## config.mk

```make
export PLATFORM = sky130hd
export DESIGN_NAME = axil_arbiter
export DESIGN_NICKNAME = d
export VERILOG_FILES = /design/src/rtl/arb_pkg.sv /design/src/rtl/axil_arbiter.sv
export SDC_FILE = /design/constraint.sdc
export NUM_CORES = 1
export LEC_CHECK = 0
export CAP_MARGIN = 20
export CORE_AREA = 2 2 140 142
export CTS_CLUSTER_SIZE = 24
export DETAILED_ROUTE_END_ITERATION = 10
export DIE_AREA = 0 0 142 144
export DONT_BUFFER_PORTS = 1
export MAX_ROUTING_LAYER = met4
export PLACE_DENSITY = 0.3
export REMOVE_ABC_BUFFERS = 1
export SETUP_SLACK_MARGIN = 0.1
export SYNTH_ARGS = -nofsm -noshare
export SYNTH_HDL_FRONTEND = slang
export SYNTH_SLANG_ARGS = --single-unit
```

## constraint.sdc

```tcl
create_clock -name clk -period 3.05 [get_ports clk]
set_input_delay 0.61 -clock clk [delete_from_list [all_inputs] [get_ports clk]]
set_output_delay 0.61 -clock clk [all_outputs]
set_load 0.005 [all_outputs]
```

## src/rtl/arb_pkg.sv

```systemverilog
`default_nettype none
// ============================================================================
//  Module   : arb_pkg
//  Brief    : Shared types for the AXI-Lite IFU/LSU arbiter: FSM state
//             encodings and master identifiers.
//  Revision : 1.0 - initial release
// ============================================================================
package arb_pkg;

   typedef enum logic [1:0] {
      ST_IDLE  = 2'd0,
      ST_IFU_R = 2'd1,
      ST_LSU_R = 2'd2,
      ST_LSU_W = 2'd3
   } arb_state_t;

   typedef enum logic {
      MST_IFU = 1'b0,
      MST_LSU = 1'b1
   } master_t;

endpackage
`default_nettype wire

```

## src/rtl/axil_arbiter.sv

```systemverilog
`default_nettype none
// ============================================================================
//  Module   : axil_arbiter
//  Brief    : Two-master (IFU read-only, LSU read/write) to one-slave
//             AXI-Lite arbiter. One transaction at a time, round-robin
//             between IFU and LSU, LSU reads ahead of LSU writes.
//  Revision : 1.0 - initial release
// ============================================================================
module axil_arbiter
   import arb_pkg::*;
(
   input  logic        clk,
   input  logic        rst,
   // IFU read
   input  logic [31:0] ifu_araddr,
   input  logic        ifu_arvalid,
   output logic        ifu_arready,
   output logic [31:0] ifu_rdata,
   output logic [1:0]  ifu_rresp,
   output logic        ifu_rvalid,
   input  logic        ifu_rready,
   // LSU read
   input  logic [31:0] lsu_araddr,
   input  logic        lsu_arvalid,
   output logic        lsu_arready,
   output logic [31:0] lsu_rdata,
   output logic [1:0]  lsu_rresp,
   output logic        lsu_rvalid,
   input  logic        lsu_rready,
   // LSU write
   input  logic [31:0] lsu_awaddr,
   input  logic        lsu_awvalid,
   output logic        lsu_awready,
   input  logic [31:0] lsu_wdata,
   input  logic [1:0]  lsu_wstrb,
   input  logic        lsu_wvalid,
   output logic        lsu_wready,
   output logic [1:0]  lsu_bresp,
   output logic        lsu_bvalid,
   input  logic        lsu_bready,
   // Downstream read
   output logic [31:0] araddr,
   output logic        arvalid,
   input  logic        arready,
   input  logic [31:0] rdata,
   input  logic [1:0]  rresp,
   input  logic        rvalid,
   output logic        rready,
   // Downstream write
   output logic [31:0] awaddr,
   output logic        awvalid,
   input  logic        awready,
   output logic [31:0] wdata,
   output logic [1:0]  wstrb,
   output logic        wvalid,
   input  logic        wready,
   input  logic [1:0]  bresp,
   input  logic        bvalid,
   output logic        bready,
   // Debug
   output logic        grant_lsu
);

   arb_state_t r_state;
   arb_state_t w_next;
   master_t    r_last;
   logic       r_grant_lsu;

   logic       w_ifu_req;
   logic       w_lsu_rd;
   logic       w_lsu_wr;
   logic       w_lsu_req;

   assign w_ifu_req = ifu_arvalid;
   assign w_lsu_rd  = lsu_arvalid;
   assign w_lsu_wr  = lsu_awvalid && lsu_wvalid;
   assign w_lsu_req = w_lsu_rd || w_lsu_wr;
   assign grant_lsu = r_grant_lsu;

   // Next-state: arbitrate in IDLE, hold a grant until its response handshake.
   always_comb begin
      w_next = r_state;
      case (r_state)
         ST_IDLE: begin
            // On a tie the master not granted last time wins.
            if (w_lsu_req && (!w_ifu_req || r_last == MST_IFU))
               w_next = w_lsu_rd ? ST_LSU_R : ST_LSU_W;
            else if (w_ifu_req)
               w_next = ST_IFU_R;
         end
         ST_IFU_R: if (rvalid && ifu_rready) w_next = ST_IDLE;
         ST_LSU_R: if (rvalid && lsu_rready) w_next = ST_IDLE;
         ST_LSU_W: if (bvalid && lsu_bready) w_next = ST_IDLE;
         default:  w_next = ST_IDLE;
      endcase
   end

   // State, round-robin history and grant flag; history/flag move only on a new grant.
   always_ff @(posedge clk) begin
      if (rst) begin
         r_state     <= ST_IDLE;
         r_last      <= MST_IFU;
         r_grant_lsu <= 1'b0;
      end else begin
         r_state <= w_next;
         if (r_state == ST_IDLE && w_next != ST_IDLE) begin
            r_last      <= (w_next == ST_IFU_R) ? MST_IFU : MST_LSU;
            r_grant_lsu <= (w_next != ST_IFU_R);
         end
      end
   end

   // Channel mux: only the granted master is connected; reset silences everything
   // at once so a response arriving during reset never reaches a master.
   always_comb begin
      ifu_arready = 1'b0;
      ifu_rdata   = '0;
      ifu_rresp   = '0;
      ifu_rvalid  = 1'b0;
      lsu_arready = 1'b0;
      lsu_rdata   = '0;
      lsu_rresp   = '0;
      lsu_rvalid  = 1'b0;
      lsu_awready = 1'b0;
      lsu_wready  = 1'b0;
      lsu_bresp   = '0;
      lsu_bvalid  = 1'b0;
      araddr      = '0;
      arvalid     = 1'b0;
      rready      = 1'b0;
      awaddr      = '0;
      awvalid     = 1'b0;
      wdata       = '0;
      wstrb       = '0;
      wvalid      = 1'b0;
      bready      = 1'b0;
      if (!rst) begin
         case (r_state)
            ST_IFU_R: begin
               araddr      = ifu_araddr;
               arvalid     = ifu_arvalid;
               ifu_arready = arready;
               ifu_rdata   = rdata;
               ifu_rresp   = rresp;
               ifu_rvalid  = rvalid;
               rready      = ifu_rready;
            end
            ST_LSU_R: begin
               araddr      = lsu_araddr;
               arvalid     = lsu_arvalid;
               lsu_arready = arready;
               lsu_rdata   = rdata;
               lsu_rresp   = rresp;
               lsu_rvalid  = rvalid;
               rready      = lsu_rready;
            end
            ST_LSU_W: begin
               awaddr      = lsu_awaddr;
               awvalid     = lsu_awvalid;
               lsu_awready = awready;
               wdata       = lsu_wdata;
               wstrb       = lsu_wstrb;
               wvalid      = lsu_wvalid;
               lsu_wready  = wready;
               lsu_bresp   = bresp;
               lsu_bvalid  = bvalid;
               bready      = lsu_bready;
            end
            default: ;
         endcase
      end
   end

endmodule
`default_nettype wire

```

==> results.txt, run 1 <==
Sequential elements use 3.292% of the synthesized area. The number of warnings printed during yosys synthesis came out at 0. The total wire length came out at 9214 um. Net switching is 42.75% of the power.

Of the cells placed in the final design, the portion with a size suffix greater than 1 is 18.43%. The total I/O pin count is 361. The CTS tree is done.

Summing over every cut layer, the via total after detailed routing is 1904. The wire length of the first global-routing pass came out at 10880 um. The required time of the critical path is 2.44 ns. The clock network fraction of design power came out at 30.3%. The leakage power is 0.0007395 uW. The first routing iteration left 73 violations. IR analysis of the VDD net gives a maximum drop of 0.1163 mV. The worst hold path terminates at r_state[0]. The die covers 20450 um^2. The synthesized netlist cell count came out at 271. Routability-driven placement finished with a final weighted congestion of 0.7555.

The number of antenna violations at the first check in global routing is 2. The total overflow left after global routing is 0. The cell depth of the worst flop-to-flop path is 5. The critical path data arrival time came out at 1.66 ns. For this run, the top clock speed supported by timing is 0.4397 GHz. The pin slew with the least headroom to its limit came out at 0.6418 ns. The worst path uses 74.57% of the clock period. The area of all sequential standard cells is 60.06 um^2. The pre-antenna-repair detailed-routing pass consisted of 6 iterations. The number of buffers created by CTS came out at 3. The count of endpoints failing setup in the final report came out at 0. The net count of the finished layout is 440. The final number of hold-violating endpoints came to 0. The fill cell instance count of the final layout is 2224. The final critical delay including setup and external delays came out at 2.274 ns. In this run the most critical hold path is launched from rst. The post-synthesis sequential element count is 3.

The clock transition at the registers of the reported paths came out at 0.03 ns. The number of nets still failing antenna checks after routing is 0. The starting density of the core came out at 9.561%. The kind of capture point of the worst setup path is a primary output. The number of global-route vias before repair is 1605. The sequential share of power came out at 9.8%. The standard-cell row count came out at 51. The synthesized area per cell is 6.732 um^2. The flow ran to the end, and the final reports show no timing, DRC or antenna violations.

The number of H-tree levels is 1. The power density over the cells came out at 319.5 nW/um^2. The number of buffers inserted for hold repair after clock tree synthesis is 0.

Entering global routing, the biggest net connects 75 pins. For this run, design rule violations remaining after detail routing come to 0. The logic gate share of total power came out at 59.9%. After floorplanning, the core was sized to cover 19080 um^2.

The share of synthesized registers carrying an async set or reset is 0%. The worst register-to-register path begins at r_state[0]. The portion of synthesized cell area occupied by the leading cell type came out at 39.78%. The detailed-placement wirelength estimate is 8054 um. The most used flip-flop cell after synthesis is sky130_fd_sc_hd__dfxtp_1. The area added between synthesis and finish is 16.19%.

The floorplan step set the die width to 142 um. The worst register-to-register path ends at r_last. The setup TNS came out at 0 ns.

The number of distinct library cells after synthesis came out at 25. The final core utilization came out at 11.11%. The detail-routed via count per cell came out at 3.846.

The internal power of the cells came out at 387.7 uW. Across the run, the number of max-cap violations was 0. The insertion delay of the later-clocked pin in the worst-skew pair came out at 0.22 ns. The largest area contributor in the synthesized netlist is sky130_fd_sc_hd__and2_1.

Dividing the detail-routed wire length by the instance count gives 18.61 um. The min-delay analysis places its worst path in the category in2reg. The largest buffer count on any clock path is 2. The reg2reg setup slack is 1.60 ns. Counting flops with a built-in enable in the synthesized netlist gives 0. The count of final max-slew check failures came out at 0.

Counting instances, the worst hold path has a depth of 2. STA classifies the critical path startpoint as a flip-flop. The post-layout instance count excluding filler cells is 495. The number of sinks on the clock net is 3.

Buffers placed on the I/O ports in this run total 0. The type of the setup path with the least slack is reg2out. For this design the total switching power over the nets is 289.5 uW. The post-cts gate resize count is 0.

Setup repair after global routing left no endpoint under its margin. By area the synthesized netlist is led by sky130_fd_sc_hd__and2_1 40%, sky130_fd_sc_hd__and2_4 14%, sky130_fd_sc_hd__a22oi_1 14%. The tree is rooted in a sky130_fd_sc_hd__clkbuf_16. By instance count, the leading cell after synthesis is sky130_fd_sc_hd__and2_1.

Of all nets on the critical path, the largest fanout is 34. The worst max-slew margin expressed relative to the limit came out at 57.06%. The number of buffers inserted by post-CTS setup repair came out at 0. The cell area after technology mapping came out at 1824 um^2. The die span in y came out at 144 um.

Global routing used 7.616% of the available tracks across all layers. In this run, placement finished with an instance count of 489. The final hold slack is 0.5925 ns. Across the routed clock network, the largest skew measured is 0.0006632 ns. Sorting the synthesized cells by how often they occur yields 116 x sky130_fd_sc_hd__and2_1, 36 x sky130_fd_sc_hd__nor2_1, 34 x sky130_fd_sc_hd__a22oi_1. The area of combinational cells with multiple inputs is 1592 um^2.
## sequential cells by signal, summed over array words and instances (netlist names)
name / count
r_last: 1
r_state: 2
## stage by stage
step / setup slack, ns / total power (uW) / instance area (um^2)
2_1_floorplan: 0.4009 / 368.2 / 1658
3_3_place_gp: 0.9856 / 473.0 / 2036
3_5_place_dp: 0.9071 / 484.4 / 2036
4_1_cts: 0.6738 / 692.7 / 2115
5_1_grt: 0.5511 / 741.2 / 2120
6_report: 0.7756 / 677.2 / 2120
## power groups by stage
| stage | clock network, uW | logic, uW | registers (uW) |
|---|---|---|---|
| global placement | 0 | 406 | 66.6 |
| floorplan | 0 | 308 | 59.8 |
| finish | 205 | 406 | 66.0 |
| detailed placement | 0 | 416 | 68.8 |
| global route | 213 | 458 | 70.4 |
| CTS | 208 | 417 | 68.2 |
## worst max-delay path, stage by stage, from the launching register on
cell	delay [ns]
sky130_fd_sc_hd__dfxtp_1	0.39
sky130_fd_sc_hd__inv_1	0.09
sky130_fd_sc_hd__ha_1	0.31
sky130_fd_sc_hd__nand2_2	0.48
sky130_fd_sc_hd__nor2_1	0.16
## final cells by class
type                            count  share of cell area (%)
Antenna cell                        2                  0.2361
Clock buffer                        4                   3.719
Inverter                            3                  0.5313
Multi-Input combinational cell    240                   75.09
Sequential cell                     3                   2.834
Tap cell                          238                   14.05
Timing Repair Buffer                5                   3.542
## cells by family (layout without fill, tap and decap cells)
family | after synthesis | after routing | share of synthesized area [%]
other | 0 | 2 | 0
adders and majority gates | 4 | 4 | 2.744
AOI/OAI and AO/OA | 45 | 45 | 18.72
buffers and inverters | 28 | 12 | 9.739
DFF | 3 | 3 | 3.292
and+or+nand+nor | 191 | 191 | 65.50
## worst max path at each step
stage | startpoint | to | cells past startpoint
after floorplan | rst | awaddr[0] | 2
after global placement | r_state[0] | rready | 4
after detailed placement | r_state[0] | rready | 4
after CTS | r_state[0] | rready | 4
after global routing | r_state[0] | rready | 4
final | r_state[0] | araddr[22] | 4
## cells in the final DEF, fill, tap and decap left out, drive strengths merged
cell type	count
a211oi	1
a21bo	2
a21oi	2
a22oi	34
a31o	2
a31oi	1
and2	146
buf	5
clkbuf	4
dfxtp	3
diode	2
ha	4
inv	3
nand2	2
nand2b	3
nor2	36
nor2b	4
o2111ai	1
o21ai	1
o221a	1
## layer usage
metal  share of wire (%)  GRT usage, %  vias up
met4                0.43         1.263        0
li1                    -             -      844
met2                  55         14.67      168
met1                  34         7.263      890
met5                   0             -        -
met3                  10         3.013        2
No activity file was read; power rests on OpenSTA's default activity.
==> inputs of run 2 (changes only) <==
==> constraint.sdc (replaced) <==
create_clock -name clk -period 2.1 [get_ports clk]
set_input_delay 0.42 -clock clk [delete_from_list [all_inputs] [get_ports clk]]
set_output_delay 0.42 -clock clk [all_outputs]
set_load 0.005 [all_outputs]
==> run 2 against run 1 <==
Against the previous run: wire length up 8.9%; worst setup slack worse by 0.58 ns; cell area up 6.4%; non-clock buffer count up 7; global-route usage up 0.12 points; critical path depth unchanged; critical endpoint is now lsu_rdata[22].
==> results.txt, run 2 (synthesized netlist as in run 1, its figures left out) <==
The area of all sequential standard cells came to 61.31 um^2 (was 60.06 um^2). The cell type group with the largest total delay on the critical path is flip-flops (was simple AND/OR/NAND/NOR gates). The total wire length came out at 10030 um (was 9214 um). The number of cells after detailed placement is 492 (was 489).

Largest registers in the final layout: r_state (2), r_last (1) (unchanged). The path category of the worst min-delay check is in2reg (unchanged). The highest-delay cell along the critical path is sky130_fd_sc_hd__dfxtp_1 (was sky130_fd_sc_hd__nand2_2).

Dividing the final minimum period by the clock period gives 90.89%. The post-route cell area came to 2255 um^2 (was 2120 um^2). The area of combinational cells with multiple inputs is 1599 um^2 (was 1592 um^2). The delay of the slowest cell on the worst path is 0.40 ns (was 0.48 ns). The largest buffer count on any clock path came out at 2 (unchanged).

The maximum achievable frequency is 0.5239 GHz. The weighted congestion reported at the end of routability-driven placement came out at 0.7653 (was 0.7555). The die span in y came out at 144 um (unchanged).

The maximum fanout encountered on the critical timing path was 36 (was 34). The commonest non-fill, non-tap cell in the layout is sky130_fd_sc_hd__and2_1 (unchanged). The fill cell instance count of the final layout is 2207 (was 2224).

The post-layout instance count excluding filler cells came out at 503 (was 495). The final hold slack is 0.3830 ns (was 0.5925 ns). The max capacitance violation total was 0 (unchanged). The standard-cell row count is 51 (unchanged). The number of I/O port buffers was 0 (unchanged). The number of flip-flops in the largest register was 2 (unchanged). Most frequent cells in the layout: 114 x sky130_fd_sc_hd__and2_1, 36 x sky130_fd_sc_hd__nor2_1, 34 x sky130_fd_sc_hd__a22oi_1, 30 x sky130_fd_sc_hd__and2_4 (was 116 x sky130_fd_sc_hd__and2_1, 36 x sky130_fd_sc_hd__nor2_1, 34 x sky130_fd_sc_hd__a22oi_1, 30 x sky130_fd_sc_hd__and2_4, 4 x sky130_fd_sc_hd__ha_1). The number of detailed-routing iterations run before antenna repair came out at 6 (unchanged).

The area added between synthesis and finish came to 23.59% (was 16.19%). The origin of the critical flop-to-flop path is r_state[1] (was r_state[0]). The detailed-route wire length per cell came out at 19.94 um (was 18.61 um). The type of origin of the critical path was a flip-flop (unchanged).

The source of the critical timing path was r_state[1] (was r_state[0]). The number of antenna violations at the first check in global routing is 3 (was 2). The number of sinks on the clock net is 3 (unchanged). The count of endpoints failing setup in the final report was 0 (unchanged). The wire length of the first global-routing pass is 11040 um (was 10880 um). The number of violations reported at the end of detailed-routing iteration 0 is 86 (was 73). The number of DRC violations after detailed routing came out at 0 (unchanged). The clock transition at the registers of the reported paths is 0.03 ns (about the same). The critical path data arrival time came to 1.49 ns (was 1.66 ns). The total I/O pin count is 361 (unchanged). The ratio of cells with drive above 1 in the final layout came out at 22.52% (was 18.43%).

The worst max-slew margin expressed relative to the limit is 76.06% (was 57.06%). The CTS tree is done (unchanged). The pin slew with the least headroom to its limit is 0.3570 ns (was 0.6418 ns). The final critical delay including setup and external delays is 1.909 ns. The number of nets still failing antenna checks after routing came out at 0 (unchanged).

The total placed instance area came to 2071 um^2 (was 2036 um^2). The final global-route overflow total was 0 (unchanged). The via count is 1979 (was 1904). The total power of the final layout came out at 1062 uW (was 677.2 uW). The register with the most flip-flops is r_state (unchanged).

Chain of cells forming the critical path: ha_2 > nor2b_4 > buf_12 > and2_1 (was inv_1 > ha_1 > nand2_2 > nor2_1). The number of buffers inserted for hold repair after clock tree synthesis came to 0 (unchanged). The cell at the root of the clock tree is sky130_fd_sc_hd__clkbuf_16 (unchanged). The maximum number of pins on one net before global-route repair came out at 75 (unchanged).

The leakage power is 0.0007966 uW (was 0.0007395 uW). The number of H-tree levels came out at 1 (unchanged). Outcome: complete, no violations (unchanged).

The power density over the cells came out at 470.9 nW/um^2 (was 319.5 nW/um^2). The worst clock skew came out at 0.001945 ns (was 0.0006632 ns). The area of the core is 19080 um^2 (unchanged). The total die area was 20450 um^2 (unchanged). The required time of the critical path is 1.68 ns (was 2.44 ns). The count of buffering cells on the critical path with inverters included was 1 (unchanged).

The die extent in x came to 142 um (unchanged). The number of buffers created by CTS came out at 3 (unchanged). The global routing usage summed across all routing layers came to 7.733% (was 7.616%).

RSZ-0062 raised after global routing: yes (was no). The kind of capture point of the worst setup path was a primary output (unchanged). The worst IR drop on VDD came out at 0.1757 mV (was 0.1163 mV).

The beginning of the worst hold path was rst (unchanged). The number of global-route vias before repair came out at 1639 (was 1605). The type of the setup path with the least slack is reg2out (unchanged). The number of nets in the finished design came out at 447 (was 440). The starting density of the core came to 9.561% (unchanged).

The final number of hold-violating endpoints is 0 (unchanged). The setup TNS is 0 ns (unchanged). The insertion delay of the later-clocked pin in the worst-skew pair came out at 0.22 ns (about the same). The detailed-placement wirelength estimate came out at 8176 um (was 8054 um). The detail-routed via count per cell is 3.934 (was 3.846).

The count of final max-slew check failures was 0 (unchanged).
[run 2: changes by cell type in the layout (fill, tap and decap cells not counted), moves of 2 or more]
cell	delta
sky130_fd_sc_hd__buf_12	+2
sky130_fd_sc_hd__ha_1	-2
sky130_fd_sc_hd__clkbuf_16	+2
sky130_fd_sc_hd__and2_1	-2
sky130_fd_sc_hd__and2_2	+2
sky130_fd_sc_hd__ha_2	+2
[run 2: worst paths after layout]
kind | depth (start not counted) | slack, ns | end
setup / recovery | 4 | 0.19 | lsu_rdata[22]
hold / removal | 2 | 0.38 | r_state[0]
setup reg to reg | 5 | 0.61 | r_state[1]
hold reg to reg | 1 | 0.59 | r_state[0]
[run 2: per-stage QoR]
step | utilization, % | setup slack, ns
3_5_place_dp | 10.85 | 0.2864
3_3_place_gp | 10.85 | 0.3358
2_1_floorplan | - | -0.3072
4_1_cts | 11.28 | 0.1032
6_report | 11.82 | 0.1912
5_1_grt | 11.82 | 0.08287
[run 2: what timing repair did]
item	in CTS	in global routing
endpoints found under the setup margin	55	87
buffers inserted	0	1
gates resized for setup	1	6
gates cloned	0	3
[run 2: area by class of cell]
type,count,share of cell area [%]
inverter,3,0.4994
sequential,3,2.719
timing repair buffer,12,8.824
tap,238,13.21
antenna,3,0.3330
multi-input combinational,240,70.92
clock buffer,4,3.496
[run 2: report_power, final]
group,switching [uW],total (uW),internal [uW]
Combinational,366,659,293
Sequential,25.1,98.3,73.3
Clock,53.4,304,251
[run 2: layer usage]
| metal | track usage, % | vias to the layer above | part of all wire [%] |
|---|---|---|---|
| li1 | - | 859 | - |
| met1 | 6.786 | 933 | 33 |
| met2 | 15.26 | 181 | 56 |
| met3 | 3.411 | 6 | 10 |
| met4 | 1.526 | 0 | 0.42 |
| met5 | - | - | 0 |
